<file path="config.mk">
export PLATFORM = sky130hd
export DESIGN_NAME = draw_sprite_hit
export DESIGN_NICKNAME = d
export VERILOG_FILES = /design/src/rtl/draw_sprite_hit.sv
export SDC_FILE = /design/constraint.sdc
export NUM_CORES = 1
export LEC_CHECK = 0
export ABC_AREA = 1
export CAP_MARGIN = 20
export CELL_PAD_IN_SITES_DETAIL_PLACEMENT = 1
export CELL_PAD_IN_SITES_GLOBAL_PLACEMENT = 1
export CORE_AREA = 4 4 219 135
export CTS_CLUSTER_DIAMETER = 80
export CTS_CLUSTER_SIZE = 30
export DETAILED_ROUTE_END_ITERATION = 10
export DIE_AREA = 0 0 223 139
export PLACE_DENSITY_LB_ADDON = 0.1
export SLEW_MARGIN = 5
export SYNTH_ARGS = -nofsm -noshare
export SYNTH_HDL_FRONTEND = slang
export SYNTH_SLANG_ARGS = --single-unit
</file>
<file path="constraint.sdc">
create_clock -name pclk -period 13.3 [get_ports pclk]
set_clock_uncertainty 0.2 [all_clocks]
set_input_delay 2.66 -clock pclk [delete_from_list [all_inputs] [get_ports pclk]]
set_output_delay 2.66 -clock pclk [all_outputs]
set_load 0.01 [all_outputs]
</file>
<file path="src/rtl/draw_sprite_hit.sv">
// Sprite overlay stage: draws a rotated, colour-keyed ROM sprite at a frame-latched position
// and turns mouse clicks on it into a flash/cooldown sequence with a saturating score.
module draw_sprite_hit #(
  parameter int unsigned WIDTH           = 53,
  parameter int unsigned HEIGHT          = 54,
  parameter int unsigned ADDR_W          = 12,
  parameter logic [11:0] TRANSPARENT     = 12'h000,
  parameter logic [11:0] FLASH_COLOR     = 12'hFFF,
  parameter int unsigned FLASH_CYCLES    = 110000,
  parameter int unsigned COOLDOWN_CYCLES = 1000,
  parameter int unsigned SCORE_W         = 4
) (
  input  logic               pclk,
  input  logic               reset,
  input  logic [11:0]        hcount_in,
  input  logic [11:0]        vcount_in,
  input  logic               hsync_in,
  input  logic               vsync_in,
  input  logic               hblnk_in,
  input  logic               vblnk_in,
  input  logic [11:0]        rgb_in,
  input  logic [11:0]        x_pos,
  input  logic [11:0]        y_pos,
  input  logic [1:0]         rotation,
  input  logic               sprite_en,
  input  logic [11:0]        xpos,
  input  logic [11:0]        ypos,
  input  logic               mouse_left,
  input  logic               score_clear,
  output logic [ADDR_W-1:0]  pixel_addr,
  input  logic [11:0]        rgb_pixel,
  output logic [11:0]        hcount_out,
  output logic [11:0]        vcount_out,
  output logic               hsync_out,
  output logic               vsync_out,
  output logic               hblnk_out,
  output logic               vblnk_out,
  output logic [11:0]        rgb_out,
  output logic               hit,
  output logic               busy,
  output logic [SCORE_W-1:0] score
);

  localparam int unsigned MAX_CYC = (FLASH_CYCLES > COOLDOWN_CYCLES) ? FLASH_CYCLES
                                                                     : COOLDOWN_CYCLES;
  localparam int unsigned CNT_W   = $clog2(MAX_CYC) + 1;

  typedef enum logic [1:0] {StIdle, StFlash, StCooldown} state_t;

  state_t             state;
  logic [CNT_W-1:0]   cnt;
  logic               mouse_left_q;
  logic               vblnk_q;
  logic [11:0]        xl, yl;
  logic [1:0]         rl;
  logic               enl;

  logic [12:0]        bw, bh, xl13, yl13;
  logic               in_box, mouse_in, click;
  logic [11:0]        lx, ly, row, col;
  logic [23:0]        addr_full;

  logic [11:0]        hcount_d1, vcount_d1, rgb_d1;
  logic               hsync_d1, vsync_d1, hblnk_d1, vblnk_d1, in_box_d1;

  // Position, rotation and enable only change at the start of vertical blanking.
  always_ff @(posedge pclk) begin
    if (reset) begin
      vblnk_q <= 1'b0;
      xl      <= '0;
      yl      <= '0;
      rl      <= '0;
      enl     <= 1'b0;
    end else begin
      vblnk_q <= vblnk_in;
      if (vblnk_in && !vblnk_q) begin
        xl  <= x_pos;
        yl  <= y_pos;
        rl  <= rotation;
        enl <= sprite_en;
      end
    end
  end

  always_comb begin
    bw   = rl[0] ? 13'(HEIGHT) : 13'(WIDTH);
    bh   = rl[0] ? 13'(WIDTH) : 13'(HEIGHT);
    xl13 = {1'b0, xl};
    yl13 = {1'b0, yl};
    // 13-bit compares keep xl+bw from wrapping near the 12-bit limit.
    in_box   = enl && ({1'b0, hcount_in} >= xl13) && ({1'b0, hcount_in} < xl13 + bw)
                   && ({1'b0, vcount_in} >= yl13) && ({1'b0, vcount_in} < yl13 + bh);
    mouse_in = enl && ({1'b0, xpos} >= xl13) && ({1'b0, xpos} < xl13 + bw)
                   && ({1'b0, ypos} >= yl13) && ({1'b0, ypos} < yl13 + bh);
    click    = mouse_left && !mouse_left_q;
    lx       = hcount_in - xl;
    ly       = vcount_in - yl;
    case (rl)
      2'b00:   begin row = ly;                   col = lx;                  end
      2'b01:   begin row = 12'(HEIGHT - 1) - lx; col = ly;                  end
      2'b10:   begin row = 12'(HEIGHT - 1) - ly; col = 12'(WIDTH - 1) - lx; end
      default: begin row = lx;                   col = 12'(WIDTH - 1) - ly; end
    endcase
    addr_full  = 24'(row) * 24'(WIDTH) + 24'(col);
    pixel_addr = in_box ? addr_full[ADDR_W-1:0] : '0;
  end

  // Stage 1 aligns timing with the ROM read; stage 2 picks the final pixel.
  always_ff @(posedge pclk) begin
    if (reset) begin
      hcount_d1  <= '0;
      vcount_d1  <= '0;
      hsync_d1   <= 1'b0;
      vsync_d1   <= 1'b0;
      hblnk_d1   <= 1'b0;
      vblnk_d1   <= 1'b0;
      rgb_d1     <= '0;
      in_box_d1  <= 1'b0;
      hcount_out <= '0;
      vcount_out <= '0;
      hsync_out  <= 1'b0;
      vsync_out  <= 1'b0;
      hblnk_out  <= 1'b0;
      vblnk_out  <= 1'b0;
      rgb_out    <= '0;
    end else begin
      hcount_d1  <= hcount_in;
      vcount_d1  <= vcount_in;
      hsync_d1   <= hsync_in;
      vsync_d1   <= vsync_in;
      hblnk_d1   <= hblnk_in;
      vblnk_d1   <= vblnk_in;
      rgb_d1     <= rgb_in;
      in_box_d1  <= in_box;
      hcount_out <= hcount_d1;
      vcount_out <= vcount_d1;
      hsync_out  <= hsync_d1;
      vsync_out  <= vsync_d1;
      hblnk_out  <= hblnk_d1;
      vblnk_out  <= vblnk_d1;
      if (hblnk_d1 || vblnk_d1) begin
        rgb_out <= '0;
      end else if (in_box_d1 && (rgb_pixel != TRANSPARENT)) begin
        rgb_out <= (state == StFlash) ? FLASH_COLOR : rgb_pixel;
      end else begin
        rgb_out <= rgb_d1;
      end
    end
  end

  always_ff @(posedge pclk) begin
    if (reset) begin
      state        <= StIdle;
      cnt          <= '0;
      hit          <= 1'b0;
      busy         <= 1'b0;
      score        <= '0;
      mouse_left_q <= 1'b0;
    end else begin
      mouse_left_q <= mouse_left;
      hit          <= 1'b0;
      case (state)
        StIdle: begin
          if (click && mouse_in) begin
            state <= StFlash;
            cnt   <= CNT_W'(FLASH_CYCLES - 1);
            hit   <= 1'b1;
            busy  <= 1'b1;
            if (score != '1) score <= score + 1'b1;
          end
        end
        StFlash: begin
          if (cnt == '0) begin
            state <= StCooldown;
            cnt   <= CNT_W'(COOLDOWN_CYCLES - 1);
          end else begin
            cnt <= cnt - 1'b1;
          end
        end
        StCooldown: begin
          if (cnt == '0) begin
            state <= StIdle;
            busy  <= 1'b0;
          end else begin
            cnt <= cnt - 1'b1;
          end
        end
        default: begin
          state <= StIdle;
          busy  <= 1'b0;
        end
      endcase
      if (score_clear) score <= '0;
    end
  end

endmodule

</file>
==> impl_metrics.csv <==
group,metric,value,unit
yosys,synthesized_net_count,1851,
clock_network,cts_buffers,17,
worst_setup_path,cp_data_required_time,10.44,ns
yosys,post_synth.cell_area_avg,6.88,um2
yosys,dominantRegCellSynth,"dfxtp_1",
sta,layout_worst_path_cycle_share,95.7,%
layout,diodes,0,
pwr,ir_drop,0.000365,V
drt,drtAntennaViolNets,0,
worst_hold_path,worst_hold_path.num_cells,2,
sta,finalSetupViolCount,0,
sta,timing.final.hold_violations,0,
clock_network,cts.root.buffer_cell,"clkbuf_16",
place,io_buffers,164,
yosys,area_share_of_the_leading_cell_type_in_the_synthesized_netlist,24.8,%
run,cap_viol_max_count,0,
pwr,leakagePower,0.00654,uW
sta,maxSlewViolCount,0,
floorplanning,floorplan.die_area,31000,um2
drt,routed-via-count,11000,
clock_network,tritoncts_clock_tree,"yes",
worst_setup_path,timing.setup.critical_path_class,"in2out",
clock_network,post_cts_buffers,0,
layout,post_route_cells_drive_above_1_share,4.12,%
drt,drt-vias-per-instance,5.18,
yosys,synth_async_sr_flop_share,0,%
pwr,pwr_dens,208,nW/um2
clock_network,cts-hold-fix-buffers,0,
layout,fill_cell_instance_count_of_the_final_layout,3556,
yosys,syn_area,10900,um2
floorplanning,core,27500,um2
worst_setup_path,cp_common_cell,"inv_1",
yosys,synth-edff-count,0,
sta,grt_setup_unrepaired,"no",
clock_network,cts-htree-levels,4,
clock_network,clkLatencyLatePin,0.43,ns
worst_setup_path,cp_slowest_cell,"a221oi_1",
worst_setup_path,worstPathMaxFanout,4,
yosys,synthCells,1584,
grt,grt_start_max_net_pins,57,
clock_network,cts_resized,0,
grt,grt_pass1_vias,11200,
layout,syn2layout_area_growth,23.4,%
sta,tns,0,ns
worst_setup_path,end_kind,"output pin",
clock_network,clk_path_buf_depth,2,
floorplanning,initial_utilization,39.7,%
drt,detailed_route_wire_length,37.4,mm
clock_network,tritoncts_num_sinks,135,
worst_hold_path,worst_hold_path_type,"reg2reg",
worst_setup_path,worst-r2r-cell-count,18,
sta,max_freq,0.0786,GHz
place,gp_congestion,0.935,
worst_setup_path,cp_slowest_stage_delay,0.72,ns
worst_setup_path,worst_ep_arrival_time,9.86,ns
place,placement.cell_area,12800,um2
sta,min_period,12.72,ns
yosys,synth_top_cells_by_area,"dfxtp_1 (25%), ha_1 (16%), nand2_1 (10%)",
layout,cell_area_after_layout,13400,um2
drt,route.detailed.wl_per_inst,17.7,um
yosys,synth-seq-cells,135,
floorplanning,die_width,223,um
floorplanning,dieHeight,139,um
grt,global_route.overflow_total,0,
sta,worst_slew_pin_slew,0.887,ns
yosys,synth_top_cell_by_area,"dfxtp_1",
yosys,yosys_warnings,0,
grt,globalRouteTotalUtil,24.2,%
yosys,synth_cell_types,52,
worst_setup_path,worst_setup_path_start_kind,"input pin",
floorplanning,fp-row-count,47,
place,dp_hpwl,30.6,mm
sta,slew_headroom,40.2,%
yosys,synth-seq-area-share,24.8,%
drt,drt_pre_antenna_iters,5,
drt,drc,0,
outcome,status,"completed",
layout,final_nets,2002,
drt,initialDrtViolationCount,671,
grt,grt_first_pass_wirelength,60.7,mm
floorplanning,i_o_pin_count,165,
grt,antenna_found_initial,0,
clock_network,clkSlewWorstSetupHoldPaths,0.06,ns
-- cells in the final DEF, fill, tap and decap left out, types with 3 or more instances in the layout --
cell,count
a211oi_1,3
a21oi_1,115
a21oi_2,5
a221oi_1,3
and2_1,4
buf_4,4
bufinv_16,3
clkbuf_16,17
clkdlybuf4s50_1,163
dfxtp_1,135
fa_1,23
ha_1,137
inv_1,275
inv_2,5
nand2_1,292
nand2_2,7
nand3_1,120
nand3_2,3
nand3b_1,5
nand4_1,17
nor2_1,167
nor2_2,6
nor3_1,30
nor4_1,8
o211ai_1,3
o21a_1,6
o21ai_0,78
o21bai_1,4
o221ai_1,9
o22ai_1,5
xnor2_1,8
xor2_1,43
-- path summary, 6_finish.rpt --
check                                                 end  slack (ns)                     start
worst max-delay path                       pixel_addr[11]        0.58              vcount_in[0]
worst min-delay path            hcount_out[11]$_SDFF_PP0_        0.20  hcount_d1[11]$_SDFF_PP0_
worst max register to register       in_box_d1$_SDFF_PP0_        8.19        rl[0]$_SDFFE_PP0P_
worst min register to register  hcount_out[11]$_SDFF_PP0_        0.20  hcount_d1[11]$_SDFF_PP0_
-- Yosys cell counts (2+ instances only) --
| master | n |
|---|---|
| nor4_1 | 8 |
| a41oi_1 | 2 |
| buf_4 | 3 |
| o21ai_0 | 78 |
| a31oi_1 | 2 |
| xor2_1 | 43 |
| clkinv_1 | 2 |
| nor3b_1 | 2 |
| nand3_1 | 120 |
| o211ai_1 | 3 |
| nand2_4 | 2 |
| inv_2 | 5 |
| nor2_2 | 6 |
| dfxtp_1 | 135 |
| nand3b_1 | 5 |
| xnor2_1 | 8 |
| a21oi_1 | 116 |
| ha_1 | 137 |
| a21oi_2 | 4 |
| or2_2 | 2 |
| nand2_1 | 292 |
| o21ai_1 | 2 |
| o21bai_1 | 4 |
| a211oi_1 | 3 |
| inv_1 | 275 |
| o21ai_2 | 2 |
| nor3_1 | 30 |
| and2_1 | 4 |
| nand3_2 | 3 |
| o22ai_1 | 5 |
| fa_1 | 23 |
| nor3_2 | 2 |
| buf_6 | 5 |
| buf_2 | 4 |
| a21boi_0 | 2 |
| clkbuf_1 | 25 |
| o21a_1 | 6 |
| nand2_2 | 7 |
| nor2_1 | 167 |
| nand4_1 | 17 |
| o31ai_1 | 2 |
| a221oi_1 | 3 |
| o221ai_1 | 9 |
-- cell type report --
type / instances / area [um2] / area share, %
timing repair buffer: 169 / 1670 / 12.4
multi-input combinational: 1130 / 6950 / 51.7
sequential: 135 / 2700 / 20.1
clock inverter: 10 / 145 / 1.08
clock buffer: 21 / 460 / 3.42
inverter: 282 / 1060 / 7.87
tap: 367 / 459 / 3.42
-- state kept, by name, summed over array words and instances (netlist names), 2 cells and up --
register and flops:
score 4, rgb_out 12, cnt 18, rgb_d1 12, rl 2, state 2
yl 12, hcount_out 12, xl 12, vcount_d1 12, vcount_out 12, hcount_d1 12
-- worst max-delay path: cells and delay by family --
| family | cells | cell delay (ns) |
|---|---|---|
| fa+ha+maj | 8 | 3.14 |
| compound gates | 6 | 1.44 |
| buf+inv | 12 | 1.74 |
| simple gates | 12 | 0.85 |
-- routing by layer --
layer / up-vias / GRT usage (%) / routed length (um)
li1: 5440 / - / -
met1: 5227 / 38.1 / 20200
met2: 255 / 34.8 / 14800
met3: 28 / 3.38 / 2040
met4: 0 / 4.83 / 405
met5: - / 0 / 0
-- per-stage QoR --
stage	utilization (%)	cells	setup WS (ns)	total power, uW	hold WS [ns]
finish	49.0	2114	0.578	2800	0.200
global route	49.0	2114	0.0214	3120	0.215
CTS	48.9	2113	0.672	2810	0.203
detailed placement	46.7	2082	0.710	2290	0.197
global placement	46.7	2082	0.905	2230	0.190
floorplan	-	1584	2.53	1850	0.188
-- power by group --
part           switching, uW  leakage, uW  internal, uW  total [uW]
Clock                    193     0.000290           305         499
Combinational           1130      0.00514           687        1820
Sequential              38.0      0.00111           445         483
-- cell families (layout without fill, tap and decap cells) --
logic type,Yosys count,count (layout),share of synthesized area [%]
fa+ha+maj,160,160,20.0
flops,135,135,24.8
xor+xnor,51,51,4.10
buf+inv,319,482,11.5
compound gates,248,248,12.8
mux,1,1,0.0919
simple gates,670,670,26.7
Note: power is estimated with default switching activity, not from simulation.
